File: src/rtl/inst_loader.sv
// Byte-stream program loader for the single-cycle CPU's writable instruction store.
// Packs big-endian bytes into 32-bit words and writes them to consecutive word addresses.
//
// state   | meaning
// --------+------------------------------------------------------------
// S_IDLE  | no load in progress, CPU free to run
// S_LOAD  | accepting bytes, CPU held
// S_WRITE | one-cycle instruction-memory write of the assembled word
// S_DONE  | program loaded cleanly, CPU released
// S_ERR   | load aborted (misaligned Last or overflow), CPU held
module inst_loader #(
    parameter int WORDS = 32
) (
    input  logic        i_clk,
    input  logic        i_clrn,
    input  logic        i_start,
    input  logic [7:0]  i_byte_in,
    input  logic        i_byte_valid,
    input  logic        i_last,
    output logic        o_byte_ready,
    output logic        o_wr_en,
    output logic [31:0] o_wr_addr,
    output logic [31:0] o_wr_data,
    output logic [5:0]  o_word_count,
    output logic        o_cpu_hold,
    output logic        o_done,
    output logic        o_err
);

    localparam logic [2:0] S_IDLE  = 3'd0;
    localparam logic [2:0] S_LOAD  = 3'd1;
    localparam logic [2:0] S_WRITE = 3'd2;
    localparam logic [2:0] S_DONE  = 3'd3;
    localparam logic [2:0] S_ERR   = 3'd4;

    localparam logic [5:0] WORDS_C = 6'(WORDS);

    logic [2:0]  r_state;
    logic [31:0] r_shreg;
    logic [1:0]  r_byte_cnt;
    logic [4:0]  r_idx;
    logic [5:0]  r_word_count;
    logic        r_last_q;
    logic [31:0] r_wr_addr;
    logic [31:0] r_wr_data;

    logic [31:0] w_shreg_nxt;
    assign w_shreg_nxt = {r_shreg[23:0], i_byte_in};

    always_ff @(posedge i_clk) begin
        if (!i_clrn) begin
            r_state      <= S_IDLE;
            r_shreg      <= '0;
            r_byte_cnt   <= '0;
            r_idx        <= '0;
            r_word_count <= '0;
            r_last_q     <= 1'b0;
            r_wr_addr    <= '0;
            r_wr_data    <= '0;
        end else if (i_start) begin
            // Restart from any state; a write in progress has already been presented this cycle.
            r_state      <= S_LOAD;
            r_shreg      <= '0;
            r_byte_cnt   <= '0;
            r_idx        <= '0;
            r_word_count <= '0;
            r_last_q     <= 1'b0;
        end else begin
            case (r_state)
                S_LOAD: begin
                    if (i_byte_valid) begin
                        if (r_word_count == WORDS_C) begin
                            r_state <= S_ERR;
                        end else begin
                            r_shreg    <= w_shreg_nxt;
                            r_byte_cnt <= r_byte_cnt + 2'd1;
                            if (r_byte_cnt == 2'd3) begin
                                // Output registers hold the word so Wr_addr/Wr_data stay stable outside WRITE.
                                r_state   <= S_WRITE;
                                r_last_q  <= i_last;
                                r_wr_data <= w_shreg_nxt;
                                r_wr_addr <= {25'b0, r_idx, 2'b00};
                            end else if (i_last) begin
                                r_state <= S_ERR;
                            end
                        end
                    end
                end
                S_WRITE: begin
                    r_idx        <= r_idx + 5'd1;
                    r_word_count <= r_word_count + 6'd1;
                    r_state      <= r_last_q ? S_DONE : S_LOAD;
                end
                S_IDLE, S_DONE, S_ERR: begin
                    r_state <= r_state;
                end
                default: begin
                    r_state <= S_IDLE;
                end
            endcase
        end
    end

    assign o_byte_ready = (r_state == S_LOAD);
    assign o_wr_en      = (r_state == S_WRITE);
    assign o_cpu_hold   = (r_state == S_LOAD) || (r_state == S_WRITE) || (r_state == S_ERR);
    assign o_done       = (r_state == S_DONE);
    assign o_err        = (r_state == S_ERR);
    assign o_wr_addr    = r_wr_addr;
    assign o_wr_data    = r_wr_data;
    assign o_word_count = r_word_count;

endmodule
File: config.mk
export PLATFORM = sky130hd
export DESIGN_NAME = inst_loader
export DESIGN_NICKNAME = d
export VERILOG_FILES = /design/src/rtl/inst_loader.sv
export SDC_FILE = /design/constraint.sdc
export NUM_CORES = 1
export LEC_CHECK = 0
export ABC_AREA = 1
export CAP_MARGIN = 20
export CORE_MARGIN = 1
export CORE_UTILIZATION = 40
export CTS_CLUSTER_DIAMETER = 100
export DETAILED_ROUTE_END_ITERATION = 12
export DONT_BUFFER_PORTS = 1
export SLEW_MARGIN = 40
export SYNTH_ARGS = -nofsm -noshare
export SYNTH_HDL_FRONTEND = slang
export SYNTH_SLANG_ARGS = --single-unit
File: constraint.sdc
create_clock -name i_clk -period 3.84 [get_ports i_clk]
set_input_delay 0.96 -clock i_clk [delete_from_list [all_inputs] [get_ports i_clk]]
set_output_delay 0.96 -clock i_clk [all_outputs]
set_load 0.01 [all_outputs]
### Yosys cells after proc, flatten, opt, wreduce, memory -nomap -nowiden

Index checks and enable logic that the tools add are counted.
Widths: inputs -> output; s select.

| cells by class | value |
|---|---|
| add/sub/neg operators | 3 |
| multiplexer cells | 7 |
| $lt $le $gt $ge | 0 |
| reductions and logical operators | 10 |
| shift-type cells | 0 |
| bitwise gates (word level) | 4 |
| equality and inequality tests | 11 |
| multipliers | 0 |
| div/mod/pow operators | 0 |

Operators by type and width:

| operator | number |
|---|---|
| $mux 3 | 4 |
| $pmux 3 s3 | 1 |
| $reduce_and 3->1 | 3 |
| $add 6x1->6 const B | 1 |
| $eq 3x2->1 const B | 2 |
| $eq 6x6->1 const B | 1 |
| $add 5x1->5 const B | 1 |
| $ne 5x3->1 const B | 1 |
| $reduce_and 5->1 | 1 |
| $ne 2x2->1 const B | 2 |
| $ne 4x2->1 const B | 1 |
| $not 1->1 | 4 |
| $reduce_and 4->1 | 1 |
| $eq 3x1->1 const B | 1 |
| $eq 3x3->1 const B | 1 |
| $logic_not 3->1 | 1 |
| $ne 3x3->1 const B | 1 |
| $reduce_or 3->1 | 1 |
| $add 2x1->2 const B | 1 |
| $eq 2x2->1 const B | 1 |
| $logic_or 1x1->1 | 2 |
| $mux 2 | 1 |
| $reduce_or 2->1 | 1 |
| $mux 1 | 1 |

| word-level totals | value |
|---|---|
| memory bits (writable) | 0 |
| register bits after elaboration | 78 |
| bits of input ports | 13 |
| word-level logic and storage cells | 44 |
| output and inout port bits | 75 |
| latch bits | 0 |
| memories kept | 0 |
| bits in read-only memories | 0 |

### Logic depth before layout (Yosys ltp)

| logic depth | value |
|---|---|
| word-level depth | 6 |
| mapped depth | 11 |
| depth with buffers taken out | 10 |

### Worst setup path before layout

No wires, ideal clock.

| timing path | value |
|---|---|
| path type | input -> register |
| start | input port i_start |
| end | register r_wr_addr[6] (netlist: o_wr_addr[6]) |
| library setup time | 70 ps |
| data required time | 3,770 ps |
| data arrival time | 1,820 ps |
| path buffers | 2 |
| setup slack | 1,950 ps |
| stages | 5 |
| cell sequence | inv_1 clkbuf_1 clkbuf_1 nand3_1 a21oi_1 |

| on the way | value |
|---|---|
| word-level cells in the longest chain between the ends | 2 |

RTL lines:

| item | line | text |
|---|---|---|
| from (decl) | 16 | `input logic i_start,` |
| $not 1->1 (no source line) | n/a |  |
| $reduce_and 5->1 (no source line) | n/a |  |
| to (signal assigned) | 82 | `r_wr_addr <= {25'b0, r_idx, 2'b00};` |
| to (decl) | 44 | `logic [31:0] r_wr_addr;` |

Every way passes these cells.
A chain may end at the register's enable or synchronous reset.

### Final worst setup path

| timing path | value |
|---|---|
| start | register r_word_count[0] (netlist: o_word_count[0]) |
| end | register r_wr_data[23] (netlist: o_wr_data[23]) |

| on the way | value |
|---|---|
| word-level cells in the longest chain between the ends | 3 |

RTL lines:

| item | line | text |
|---|---|---|
| from (decl) | 42 | `logic [5:0] r_word_count;` |
| from (signal assigned) | 91 | `r_word_count <= r_word_count + 6'd1;` |
| $eq 6x6->1 | 72 | `if (r_word_count == WORDS_C) begin` |
| $not 1->1 (no source line) | n/a |  |
| $reduce_and 5->1 (no source line) | n/a |  |
| to (signal assigned) | 81 | `r_wr_data <= w_shreg_nxt;` |
| to (decl) | 45 | `logic [31:0] r_wr_data;` |

Every way passes these cells.

==> summary.md <==
| Metric | Value |
|---|---|
| Status | `finished clean` |
| CP max stage cell | `nand2_2` |
| Synth Area in Adders | `1.57%` |
| Share of cells above drive strength 1 | `just over 7%` |
| CP peak stage delay | `520 ps` |
| Highest net fanout along the worst path | `37` |
| Internal cell power | `1150 µW` |
| Sequential element share of the synthesized area | `between 40 and 50%` |
| Synth cell types | `24` |
| Startpoint Class | `flop` |
| Peak supply drop | `0.161 mV` |
| Routed Antenna Nets | `0` |
| Overflow after GRT | `0` |
| Row count | `32` |
| Pin count of the biggest net entering global routing | `40` |
| Synth Area in Compound Gates | `14.0%` |
| Syn Area/Cell | `7.93 µm²` |
| Simple-Gate Fraction of Synth Area | `21.9%` |
| Final Setup Violations | `0` |
| Warnings from Yosys | `0` |
| Sink Count | `78` |
| Cell taking the most area after synthesis | `dfxtp_1` |
| Worst-path cell chain | `inv_1 -> ha_1 -> nand2_1 -> inv_1 -> nand3_1 -> nand2_1 -> nor2_4 -> nand2_2 -> nand2_1 -> a21oi_1` |
| Initial antenna violation count | `0` |
| IO Pins | `88` |
| Core Util, Final | `43.0%` |
| Clock buffer depth | `2` |
| DP HPWL | `4370 µm` |
| Synth area leaders | `dfxtp_1 49%, a21oi_1 9.6%, nand3_1 7.2%, nand2_1 7.1%, buf_4 6.8%` |
| Clock latency on the worst-skew pair | `350 ps` |
| CP Launch Point | `o_word_count[0]$_SDFFE_PP0N_` |
| Max-slew violation count | `0` |
| Crit share post-route | `between 60 and 70%` |
| Nets | `411` |
| Synth Register Bits | `78` |
| Sw frac | `23.8%` |
| PostCTS Resize Cnt | `0` |
| Sw power | `about 360 µW` |
| H-tree depth | `3` |
| XOR/XNOR Fraction of Synth Area | `less than 1%` |
| Via count | `roughly 2400` |
| Minimum clock period after layout | `2460 ps` |
| Fin Setup TNS | `0 ps` |
| Via density | `between 4 and 5` |
| Core Footprint | `between 0.007 and 0.008 mm²` |
| Avg WL per Cell | `13.2 µm` |
| Worst slew pin tran | `663 ps` |
| Clk pwr share | `40.9%` |
| Share of the synthesized area in the top cell type | `49.0%` |
| Router iterations before antenna repair | `4` |
| First-pass GRT wire length | `between 10000 and 15000 µm` |
| Post-synth ARST share | `0%` |
| CTS tree | `done` |
| GP Congestion | `0.745` |
| Clock skew | `about 8.4 ps` |
| Comb pwr share | `4.6%` |
| Setup Fix Bufs, Post-CTS | `0` |
| RSZ-0062 raised after global routing | `no` |
| Leading cell types by count after synthesis | `78 x dfxtp_1, 61 x a21oi_1, 60 x nand2_1, 46 x nand3_1, 40 x nor2_1` |
| CTS Buf Count | `9` |
| Clock-pin slew on the worst setup and hold paths | `roughly 80 ps` |
| Antenna cells | `0` |
| Worst flop-to-flop path startpoint | `o_word_count[0]$_SDFFE_PP0N_` |
| Type of the worst setup path | `reg2reg` |
| Critical path arrival | `2680 ps` |
| Hold crit path type | `reg2reg` |
| Post-synth top flop | `dfxtp_1` |
| Hold Vio Cnt, Final | `0` |
| Setup slack, reg-to-reg | `1380 ps` |
| Die height | `around 90 µm` |
| Die footprint | `roughly 0.0083 mm²` |
| Root Driver | `clkbuf_8` |
| Top-count cell post-synth | `dfxtp_1` |
| Total track usage | `between 15 and 20%` |
| Maximum clock rate | `406 MHz` |
| Port Buffers | `0` |
| Die W | `a little over 90 µm` |
| Critical Path End Type | `flop` |
| Hold_sp | `r_idx[4]$_SDFFE_PP0N_` |
| Fillers | `around 800` |
| Area growth, synth to finish | `4.16%` |
| Initial drt markers | `123` |
| Wirelength, routed | `6610 µm` |
| Total leakage power | `around 0.0012 µW` |
| Vias in the first global route | `between 2000 and 2500` |
| Max-Slew Margin vs Limit | `55.6%` |
| DRC | `0` |
| Gate Count Post-Synth | `402` |
| Total of max-cap violations | `0` |
| Power Dens Cells | `453 mW/mm²` |
| Crit path buf inv count | `2` |
| Seq pwr share | `a little over half` |
| EDFF count, synth | `0` |
| CP delay by family, top | `simple AND/OR/NAND/NOR gates` |
| Crit path top cell by count | `nand2_1` |
| Mux contribution to synthesized area | `0%` |
| CTS Hold Bufs | `0` |
| Starting Density | `41.3%` |
| Worst Path Required | `~4100 ps` |
| Largest family of logic cells by synthesized area | `simple AND/OR/NAND/NOR gates` |
| Cell Area, Synth | `0.00319 mm²` |
-- layout by cell type (no fill, tap or decap), types with 2 or more instances in the layout --
| master | synthesis | layout |
|---|---|---|
| a21oi_1 | 61 | 61 |
| o21ai_0 | 27 | 27 |
| xor2_1 | 3 | 3 |
| nand3_2 | 2 | 2 |
| clkbuf_8 | 0 | 10 |
| nor2_1 | 40 | 40 |
| dfxtp_1 | 78 | 78 |
| nand2_1 | 60 | 60 |
| ha_1 | 4 | 4 |
| inv_1 | 19 | 19 |
| clkinvlp_4 | 0 | 2 |
| nand2_2 | 3 | 3 |
| nand3_1 | 46 | 46 |
| conb_1 | 1 | 27 |
| buf_4 | 29 | 4 |
| inv_2 | 2 | 2 |
| nor3_1 | 2 | 2 |
-- registers in the layout, indices dropped and copies added, names as in the netlist --
| register | count |
|---|---|
| o_word_count | 6 |
| o_wr_addr | 5 |
| o_wr_data | 32 |
| r_byte_cnt | 2 |
| r_idx | 5 |
| r_last_q | 1 |
| r_shreg | 24 |
| r_state | 3 |
-- power by group through the flow --
stage	clock network [µW]	logic (µW)	registers, µW
finish	615	68.9	822
global route	667	79.7	823
CTS	630	69.1	822
detailed placement	0	68.6	841
global placement	0	68.5	840
floorplan	0	78.6	839
-- worst reg2reg max path, delay by kind of cell, from the launching register on --
family                     cells  cell delay (ps)
AOI/OAI and AO/OA              1               80
and+or+nand+nor                6             1480
buffers and inverters          2              140
DFF                            1              420
adders and majority gates      1              210
-- per-layer routing --
metal | track usage [%] | wire length (µm) | vias up
met5 | 0 | 0 | -
met4 | 8.86 | 126 | 0
met3 | 5.53 | 501 | 12
met2 | 26.5 | 2960 | 71
met1 | 20.8 | 3020 | 1094
li1 | - | - | 1253
-- path summary, 6_finish.rpt --
check	endpoint	cells past startpoint
setup / recovery	o_wr_data[23]$_SDFFE_PN0P_	10
hold / removal	r_idx[4]$_SDFFE_PP0N_	1
setup reg to reg	o_wr_data[23]$_SDFFE_PN0P_	10
hold reg to reg	r_idx[4]$_SDFFE_PP0N_	1
-- cells by family (layout without fill, tap and decap cells) --
kind of cell	Yosys count	in the layout
AOI/OAI and AO/OA	89	89
xor gates and xnor gates	3	3
adders and majority gates	4	4
buffers and inverters	70	41
DFF	78	78
other	1	27
and+or+nand+nor	157	157
-- cell type report --
class | instances | area (µm²) | area share, %
Timing Repair Buffer | 4 | 30.0 | 0.904
Multi-Input combinational cell | 280 | 1320 | 39.8
Tap cell | 102 | 128 | 3.84
Clock inverter | 5 | 58.8 | 1.77
Inverter | 21 | 78.8 | 2.37
Sequential cell | 78 | 1560 | 47.0
Clock buffer | 11 | 141 | 4.26
-- through the flow --
stage / cells / worst slack [ps] / hold WS [ps] / total power [µW] / area [µm²]
2_1_floorplan: 428 / 1950 / 423 / 918 / 3290
3_3_place_gp: 485 / 1440 / 441 / 909 / 3120
3_5_place_dp: 485 / 1390 / 444 / 909 / 3120
4_1_cts: 501 / 1360 / 458 / 1520 / 3320
5_1_grt: 501 / 1040 / 500 / 1570 / 3320
6_report: 501 / 1380 / 461 / 1510 / 3320
(Power assumes the default switching activity.)
